`src/rtl/seq_pkg.sv`:
```
// Shared types for the datapath sequencer: opcodes, ALU encodings, FSM states,
// the decoded control bundle and the field layout of a program word.
package seq_pkg;

  localparam int OP_W = 3;

  typedef enum logic [2:0] {
    OP_NOP = 3'd0,
    OP_LDI = 3'd1,
    OP_WR  = 3'd2,
    OP_RD  = 3'd3,
    OP_INC = 3'd4,
    OP_ADD = 3'd5,
    OP_END = 3'd6,
    OP_ILL = 3'd7
  } op_e;

  typedef enum logic [1:0] {
    ALU_PASS = 2'd0,
    ALU_INC  = 2'd1,
    ALU_ADD  = 2'd2
  } alu_op_e;

  typedef enum logic [2:0] {
    S_IDLE  = 3'd0,
    S_FETCH = 3'd1,
    S_EXEC  = 3'd2,
    S_HOLD  = 3'd3,
    S_DONE  = 3'd4
  } state_e;

  typedef struct packed {
    logic    mbr_load;
    logic    mbr_sel;
    logic    mem_wr;
    logic    mem_rd;
    logic    b_mdr;
    alu_op_e alu_op;
    logic    h_load;
  } ctrl_t;

  // Program word is {op, addr, imm} with imm in the least significant bits.
  localparam int IMM_LSB = 0;

  function automatic int addr_lsb(input int data_w);
    return data_w;
  endfunction

  function automatic int op_lsb(input int data_w, input int addr_w);
    return data_w + addr_w;
  endfunction

endpackage

```
`src/rtl/seq_decode.sv`:
```
// Combinational instruction decoder: maps the latched opcode to its EXEC
// length and to the datapath strobes for the current EXEC cycle.
module seq_decode
  import seq_pkg::*;
#(
  parameter int READ_LAT = 2,
  parameter int ALU_LAT  = 2,
  parameter int CNT_W    = 2
) (
  input  op_e              op,
  input  logic             last,
  output logic [CNT_W-1:0] len,
  output ctrl_t            ctrl
);

  // NOTE: every output gets a default before the case so no path leaves a
  // value unassigned, which would otherwise infer a latch.
  always_comb begin
    len  = CNT_W'(1);
    ctrl = '0;
    case (op)
      OP_LDI: ctrl.mbr_load = 1'b1;
      OP_WR:  ctrl.mem_wr   = 1'b1;
      OP_RD: begin
        len         = CNT_W'(READ_LAT);
        ctrl.mem_rd = 1'b1;
      end
      OP_INC: begin
        len           = CNT_W'(ALU_LAT);
        ctrl.b_mdr    = 1'b1;
        ctrl.alu_op   = ALU_INC;
        ctrl.h_load   = last;
        ctrl.mbr_load = last;
        ctrl.mbr_sel  = last;
      end
      OP_ADD: begin
        len           = CNT_W'(ALU_LAT);
        ctrl.b_mdr    = 1'b1;
        ctrl.alu_op   = ALU_ADD;
        ctrl.mbr_load = last;
        ctrl.mbr_sel  = last;
      end
      default: ;
    endcase
  end

endmodule

```
`src/rtl/datapath_sequencer.sv`:
```
// Microprogrammed control FSM that fetches control words from a program ROM and
// drives datapath strobes for each op's fixed latency. Optional macro:
// SEQ_SINGLE_STEP_EN adds a step input and a HOLD state after every EXEC.
module datapath_sequencer
  import seq_pkg::*;
#(
  parameter int DATA_W   = 4,
  parameter int ADDR_W   = 4,
  parameter int PC_W     = 4,
  parameter int READ_LAT = 2,
  parameter int ALU_LAT  = 2
) (
  input  logic                          clk,
  input  logic                          rst,
  input  logic                          start,
`ifdef SEQ_SINGLE_STEP_EN
  input  logic                          step,
`endif
  output logic [PC_W-1:0]               prog_addr,
  input  logic [OP_W+ADDR_W+DATA_W-1:0] prog_word,
  output logic                          mbr_load,
  output logic                          mbr_sel,
  output logic [DATA_W-1:0]             imm,
  output logic                          mem_wr,
  output logic                          mem_rd,
  output logic [ADDR_W-1:0]             mem_addr,
  output logic                          b_mdr,
  output logic [1:0]                    alu_op,
  output logic                          h_load,
  output logic                          busy,
  output logic                          done,
  output logic                          err
);

  localparam int MAX_LAT  = (READ_LAT > ALU_LAT) ? READ_LAT : ALU_LAT;
  localparam int CNT_W    = $clog2(MAX_LAT + 1);
  localparam int OPF_LSB  = op_lsb(DATA_W, ADDR_W);
  localparam int ADDR_LSB = addr_lsb(DATA_W);

  state_e            state, state_nxt;
  logic [PC_W-1:0]   pc;
  op_e               ir_op;
  logic [ADDR_W-1:0] ir_addr;
  logic [DATA_W-1:0] ir_imm;
  logic [CNT_W-1:0]  cnt;
  logic [CNT_W-1:0]  len;
  logic              err_q;
  logic              last;
  logic              pc_max;
  op_e               fetch_op;
  ctrl_t             dec_ctrl;

  assign fetch_op = op_e'(prog_word[OPF_LSB +: OP_W]);
  assign last     = (cnt == len - CNT_W'(1));
  assign pc_max   = (pc == '1);

  seq_decode #(
    .READ_LAT (READ_LAT),
    .ALU_LAT  (ALU_LAT),
    .CNT_W    (CNT_W)
  ) u_decode (
    .op   (ir_op),
    .last (last),
    .len  (len),
    .ctrl (dec_ctrl)
  );

  // NOTE: sequential state uses non-blocking assignments so every register
  // samples pre-edge values regardless of statement order.
  always_ff @(posedge clk or posedge rst) begin
    if (rst) state <= S_IDLE;
    else     state <= state_nxt;
  end

  always_comb begin
    state_nxt = state;
    case (state)
      S_IDLE: if (start) state_nxt = S_FETCH;
      S_FETCH: begin
        if (fetch_op == OP_END || fetch_op == OP_ILL) state_nxt = S_DONE;
        else                                          state_nxt = S_EXEC;
      end
      S_EXEC: begin
        if (last) begin
          // The last ROM address ends the run instead of wrapping to PC 0.
          if (pc_max) state_nxt = S_DONE;
`ifdef SEQ_SINGLE_STEP_EN
          else        state_nxt = S_HOLD;
`else
          else        state_nxt = S_FETCH;
`endif
        end
      end
`ifdef SEQ_SINGLE_STEP_EN
      S_HOLD: if (step) state_nxt = S_FETCH;
`endif
      S_DONE:  state_nxt = S_IDLE;
      default: state_nxt = S_IDLE;
    endcase
  end

  // IR is only replaced by executable ops, so mem_addr/imm keep the last
  // executed instruction's fields through DONE and IDLE.
  always_ff @(posedge clk or posedge rst) begin
    if (rst) begin
      pc      <= '0;
      ir_op   <= OP_NOP;
      ir_addr <= '0;
      ir_imm  <= '0;
      cnt     <= '0;
      err_q   <= 1'b0;
    end else begin
      case (state)
        S_IDLE: begin
          if (start) begin
            pc    <= '0;
            err_q <= 1'b0;
          end
        end
        S_FETCH: begin
          cnt <= '0;
          if (fetch_op == OP_ILL) begin
            err_q <= 1'b1;
          end else if (fetch_op != OP_END) begin
            ir_op   <= fetch_op;
            ir_addr <= prog_word[ADDR_LSB +: ADDR_W];
            ir_imm  <= prog_word[IMM_LSB +: DATA_W];
          end
        end
        S_EXEC: begin
          if (last) begin
            if (!pc_max) pc <= pc + PC_W'(1);
          end else begin
            cnt <= cnt + CNT_W'(1);
          end
        end
        default: ;
      endcase
    end
  end

  always_comb begin
    busy     = 1'b0;
    done     = 1'b0;
    mbr_load = 1'b0;
    mbr_sel  = 1'b0;
    mem_wr   = 1'b0;
    mem_rd   = 1'b0;
    b_mdr    = 1'b0;
    alu_op   = ALU_PASS;
    h_load   = 1'b0;
    case (state)
      S_FETCH, S_HOLD: busy = 1'b1;
      S_EXEC: begin
        busy     = 1'b1;
        mbr_load = dec_ctrl.mbr_load;
        mbr_sel  = dec_ctrl.mbr_sel;
        mem_wr   = dec_ctrl.mem_wr;
        mem_rd   = dec_ctrl.mem_rd;
        b_mdr    = dec_ctrl.b_mdr;
        alu_op   = dec_ctrl.alu_op;
        h_load   = dec_ctrl.h_load;
      end
      S_DONE:  done = 1'b1;
      default: ;
    endcase
  end

  assign prog_addr = pc;
  assign mem_addr  = ir_addr;
  assign imm       = ir_imm;
  assign err       = err_q;

endmodule

```
`config.mk`:
```
export PLATFORM = sky130hd
export DESIGN_NAME = datapath_sequencer
export DESIGN_NICKNAME = d
export VERILOG_FILES = /design/src/rtl/seq_pkg.sv /design/src/rtl/seq_decode.sv /design/src/rtl/datapath_sequencer.sv
export SDC_FILE = /design/constraint.sdc
export NUM_CORES = 1
export LEC_CHECK = 0
export BUFFER_PORTS_ARGS = -buffer_cell sky130_fd_sc_hd__buf_2
export CAP_MARGIN = 20
export CORE_ASPECT_RATIO = 1.4
export CORE_MARGIN = 2
export CORE_UTILIZATION = 50
export CTS_CLUSTER_DIAMETER = 120
export CTS_CLUSTER_SIZE = 10
export DETAILED_ROUTE_END_ITERATION = 6
export PLACE_DENSITY = 0.77
export SYNTH_ARGS = -nofsm -noshare
export SYNTH_HDL_FRONTEND = slang
export SYNTH_HIERARCHICAL = 1
export SYNTH_SLANG_ARGS = --single-unit
```
`constraint.sdc`:
```
create_clock -name clk -period 2.82 [get_ports clk]
set_input_delay 0.423 -clock clk [delete_from_list [all_inputs] [get_ports clk]]
set_output_delay 0.423 -clock clk [all_outputs]
set_load 0.05 [all_outputs]
```
**Word level (Yosys, flattened, before mapping)**

Index checks and enable logic that the tools add are counted.

- Multiplexer cells: 30
- Bitwise gates (word level): 1
- Reductions and logical operators: 13
- $add $sub $neg: 3
- Eq/ne operators: 19

Operators by type and width:

| kind | number |
|---|---|
| $eq A3 B3 Y1 const B | 5 |
| $mux W1 | 14 |
| $eq A3 B2 Y1 const B | 4 |
| $mux W3 | 4 |
| $mux W4 | 3 |
| $pmux W3 S3 | 1 |
| $ne A2 B2 Y1 const B | 4 |
| $pmux W4 S2 | 1 |
| $eq A3 B1 Y1 const B | 2 |
| $mux W2 | 3 |
| $pmux W3 S2 | 1 |
| $reduce_and A3 Y1 | 2 |
| $reduce_bool A2 Y1 | 3 |
| $reduce_or A3 Y1 | 2 |
| $add A4 B1 Y4 const B | 1 |
| $eq A4 B4 Y1 const B | 1 |
| $pmux W1 S2 | 2 |
| $pmux W2 S2 | 1 |
| $reduce_and A2 Y1 | 2 |
| $reduce_and A4 Y1 | 1 |
| $logic_not A3 Y1 | 1 |
| $ne A3 B3 Y1 const B | 1 |
| $add A2 B1 Y2 const B | 1 |
| $eq A2 B2 Y1 | 1 |
| 5 further kinds | 5 |

- Word-level logic and storage cells: 73
- Register bits: 21
- Output and inout port bits: 23

**Longest topological paths before layout**

- Depth after elaboration: 7
- Mapped depth: 7
- Gate-level depth less buffers: 7

**Cells and area by module**

The synthesis kept the hierarchy.

By module, submodules not included:

| module | area an instance (µm²) | cells an instance | times used |
|---|---|---|---|
| datapath_sequencer | 1109.8 | 103 | 1 |
| seq_decode | 85.1 | 11 | 1 |

**Least setup slack after synthesis**

OpenSTA, ideal clock, no wires.

- Path type: register -> output
- Start: reg ir_op[1]
- End: out mbr_load
- Required time: 2.397 ns
- Arrival time: 2.082 ns
- Setup slack: 0.315 ns
- Stages on the path, launching flop included: 8
- Cell sequence: dfrtp_1 and3b_4 or2_1 xnor2_2 mux2i_4 mux2i_1 nor2_1 and2_1

RTL lines:

| item | RTL line | text |
|---|---|---|
| from (decl) | datapath_sequencer.sv:42 | `op_e ir_op;` |
| from (signal assigned) | datapath_sequencer.sv:125 | `ir_op <= fetch_op;` |
| to (decl) | datapath_sequencer.sv:21 | `output logic mbr_load,` |

==> results.cfg <==
[cells_and_area]
antenna_cells = 0
final_common_cell = buf_2
postLayoutCellArea_mm2 = 0.00145
drive_above_1_share_pct = 41.6
final_cell_mix = 35 x buf_2, 19 x dfrtp_1, 12 x and2_1
syn_to_final_growth_pct = 21.3
layoutNonFillerInstCount = 177
nets = 170
fillers = 205

[power_and_ir_drop]
p_int_uw = 919
seqPwrFrac_pct = 29.8
netSwitchingFraction_pct = 50.1
pwr-share-clk_pct = 7.8
p_leak_uw = 0.000725
combinationalPowerShare_pct = 62.3
peakVddDrop_mv = 0.772
p_per_area_mw_per_mm2 = 1270
p_switching_uw = 923
power_uw = 1840

[place]
io_buffers = 36
place_area_mm2 = 0.00140
place_inst = 171
place.gp.congestion = 0.762
dp_hpwl_um = 1840
dp_slack_ns = 0.351

[timing]
finalSetupViolCount = 0
setup_ws_ns = 0.116
finalHoldViolations = 0
min_period_over_period_pct = 95.9
clock_skew_ns = 0.00142
fin_crit_ns = 2.70
max_slew_margin_pct = 49.3
fmax_ghz = 0.370
drv_slew = 0
worst_pin_slew_ns = 0.760

[detailed_routing]
drt-initial-drc-count = 41
dr_total_vias = 979
wl_um = 2330
wl_per_cell_um = 13.2
drt_pass1_iterations = 4
drc = 0
ant_nets = 0
viasPerCell = 5.53

[critical_path]
r2r_cells = 8
crit_required_ns = 2.40
cp.depth = 7
critical_path_class = register to output pin
max_stage_delay_ns = 0.45
crit_start = ir_op[0]
cpMaxStageDelayCell = dfrtp_2
cp_top_family = simple AND/OR/NAND/NOR gates
r2r-end = prog_addr[3]
crit_end = h_load
path_buf_inv = 1
r2r-start = ir_op[0]
worstSetupEndpointType = output pin
startpoint_type = register
worstPathArrival_ns = 2.28
crit_chain = and3b_4 > or2_1 > xnor2_2 > mux2i_4 > and3b_1 > and2_1 > buf_2
r2r_slack_ns = 0.66
cp_max_fo = 7

[synth]
synth_enable_flop_cells = 0
yosysSeqAreaShare_pct = 44.0
synth_cell_type_count = 39
synth_top_area_share_pct = 44.0
ys_ff_latch = 21
yosys.area.top_type = dfrtp_1
yosysWarnings = 6
synthArstFlopShare_pct = 100
ys.flop_type = dfrtp_1
syn_nets = 129
synth.avg_cell_area_um2 = 10.5
synthTopCellsByArea = dfrtp_1 44%, mux2_2 8.5%, and2_1 6.3%
syn_area_mm2 = 0.00119
synth_cells = 114

[cts]
cts_buffers = 3
clkTransAtPathRegs_ns = 0.11
clock_latency_ns = 0.30
root_buffer = clkbuf_4
cts_num_sinks = 21
htreeDepth = 1
cts_max_path_buffers = 2
cts_tree = built
hold_buffers = 0

[flow_run]
max-cap-violations = 0

[grt]
use_met1_pct = 19.7
grt_usage_pct = 17.6
grt_pass1_vias = 901
grt_busiest_layer = met2
antenna_found_initial = 0
grt_pass1_wl_um = 3660
overflow = 0
use_met3_pct = 2.02
gr-usage-met2_pct = 32.4
grt_max_degree = 22

[floorplanning]
initial_core_util_pct = 51.1
core_region_area_mm2 = 0.00234
die_x_um = 45.3
row_count = 21
die-area_mm2 = 0.00280
ios = 37
die_height_um = 61.8

[outcome]
status = completed

[hold_path]
hold_class = input pin to asynchronous set/reset pin
==> sequential cells by signal (all words and copies together), names as in the netlist <==
register and count:
prog_addr 4, err 1, state 3, ir_op 3, imm 4, mem_addr 4, cnt 2
==> routing by layer <==
| layer | wire length [um] | up-vias |
|---|---|---|
| met5 | 0 | - |
| met4 | 47 | 0 |
| met3 | 97 | 7 |
| met2 | 1190 | 32 |
| met1 | 997 | 457 |
| li1 | - | 483 |
==> through the flow <==
stage / util [%] / TNS [ns] / hold WS [ns]
after floorplan: - / 0 / 0.400
after global placement: 59.8 / 0 / 0.482
after detailed placement: 59.8 / 0 / 0.489
after CTS: 60.9 / 0 / 0.265
after global routing: 62.0 / -0.00111 / 0.303
final: 62.0 / 0 / 0.233
==> worst min-delay path by stage <==
stage                startpoint           to  slack, ns  cells after the start
finish                      rst  mem_addr[1]       0.23                      2
detailed placement  mem_addr[1]  mem_addr[1]       0.49                      1
CTS                         rst  mem_addr[1]       0.27                      2
floorplan                   rst       cnt[0]       0.40                      1
global route                rst       imm[0]       0.30                      2
global placement    mem_addr[0]  mem_addr[0]       0.48                      1
==> Yosys cell counts (2+ instances only) <==
library cell  number
inv_1              4
nand2_1            6
mux2_2             9
nand2b_1           3
mux2i_1            2
nor2b_1            3
nor2_1             9
nand3_1            4
dfrtp_1           21
clkbuf_1           2
and2_1            12
a21oi_1            3
o21ai_0            8
a21o_1             2
o22a_1             2
==> power by group through the flow <==
stage          Clock [uW]  Sequential (uW)  Combinational, uW
3_5_place_dp            0              556               1110
2_1_floorplan           0              796                630
5_1_grt               157              571               1230
3_3_place_gp            0              546               1090
4_1_cts               147              548               1110
6_report              144              550               1150
==> kinds of logic after synthesis <==
kind of cell / synth area share [%]
AND/OR/NAND/NOR: 24.2
XOR/XNOR: 1.36
buffers and inverters: 2.30
adder cells (fa/ha/maj): 1.88
flip-flops: 44.0
multiplexers: 12.0
AO/OA/AOI/OAI: 14.2
==> final cells by class <==
class	count	area (um2)	share of cell area, %
Multi-Input combinational cell	86	642	44.3
Sequential cell	21	528	36.4
Timing Repair Buffer	39	209	14.4
Tap cell	23	28.8	1.99
Clock buffer	4	26.3	1.81
Inverter	4	15.0	1.04
==> what timing repair did <==
item                                    4_1_cts  5_1_grt
endpoints found under the setup margin        0        3
gates resized for setup                       0        5
setup buffers                                 0        2
(Power assumes the default switching activity.)
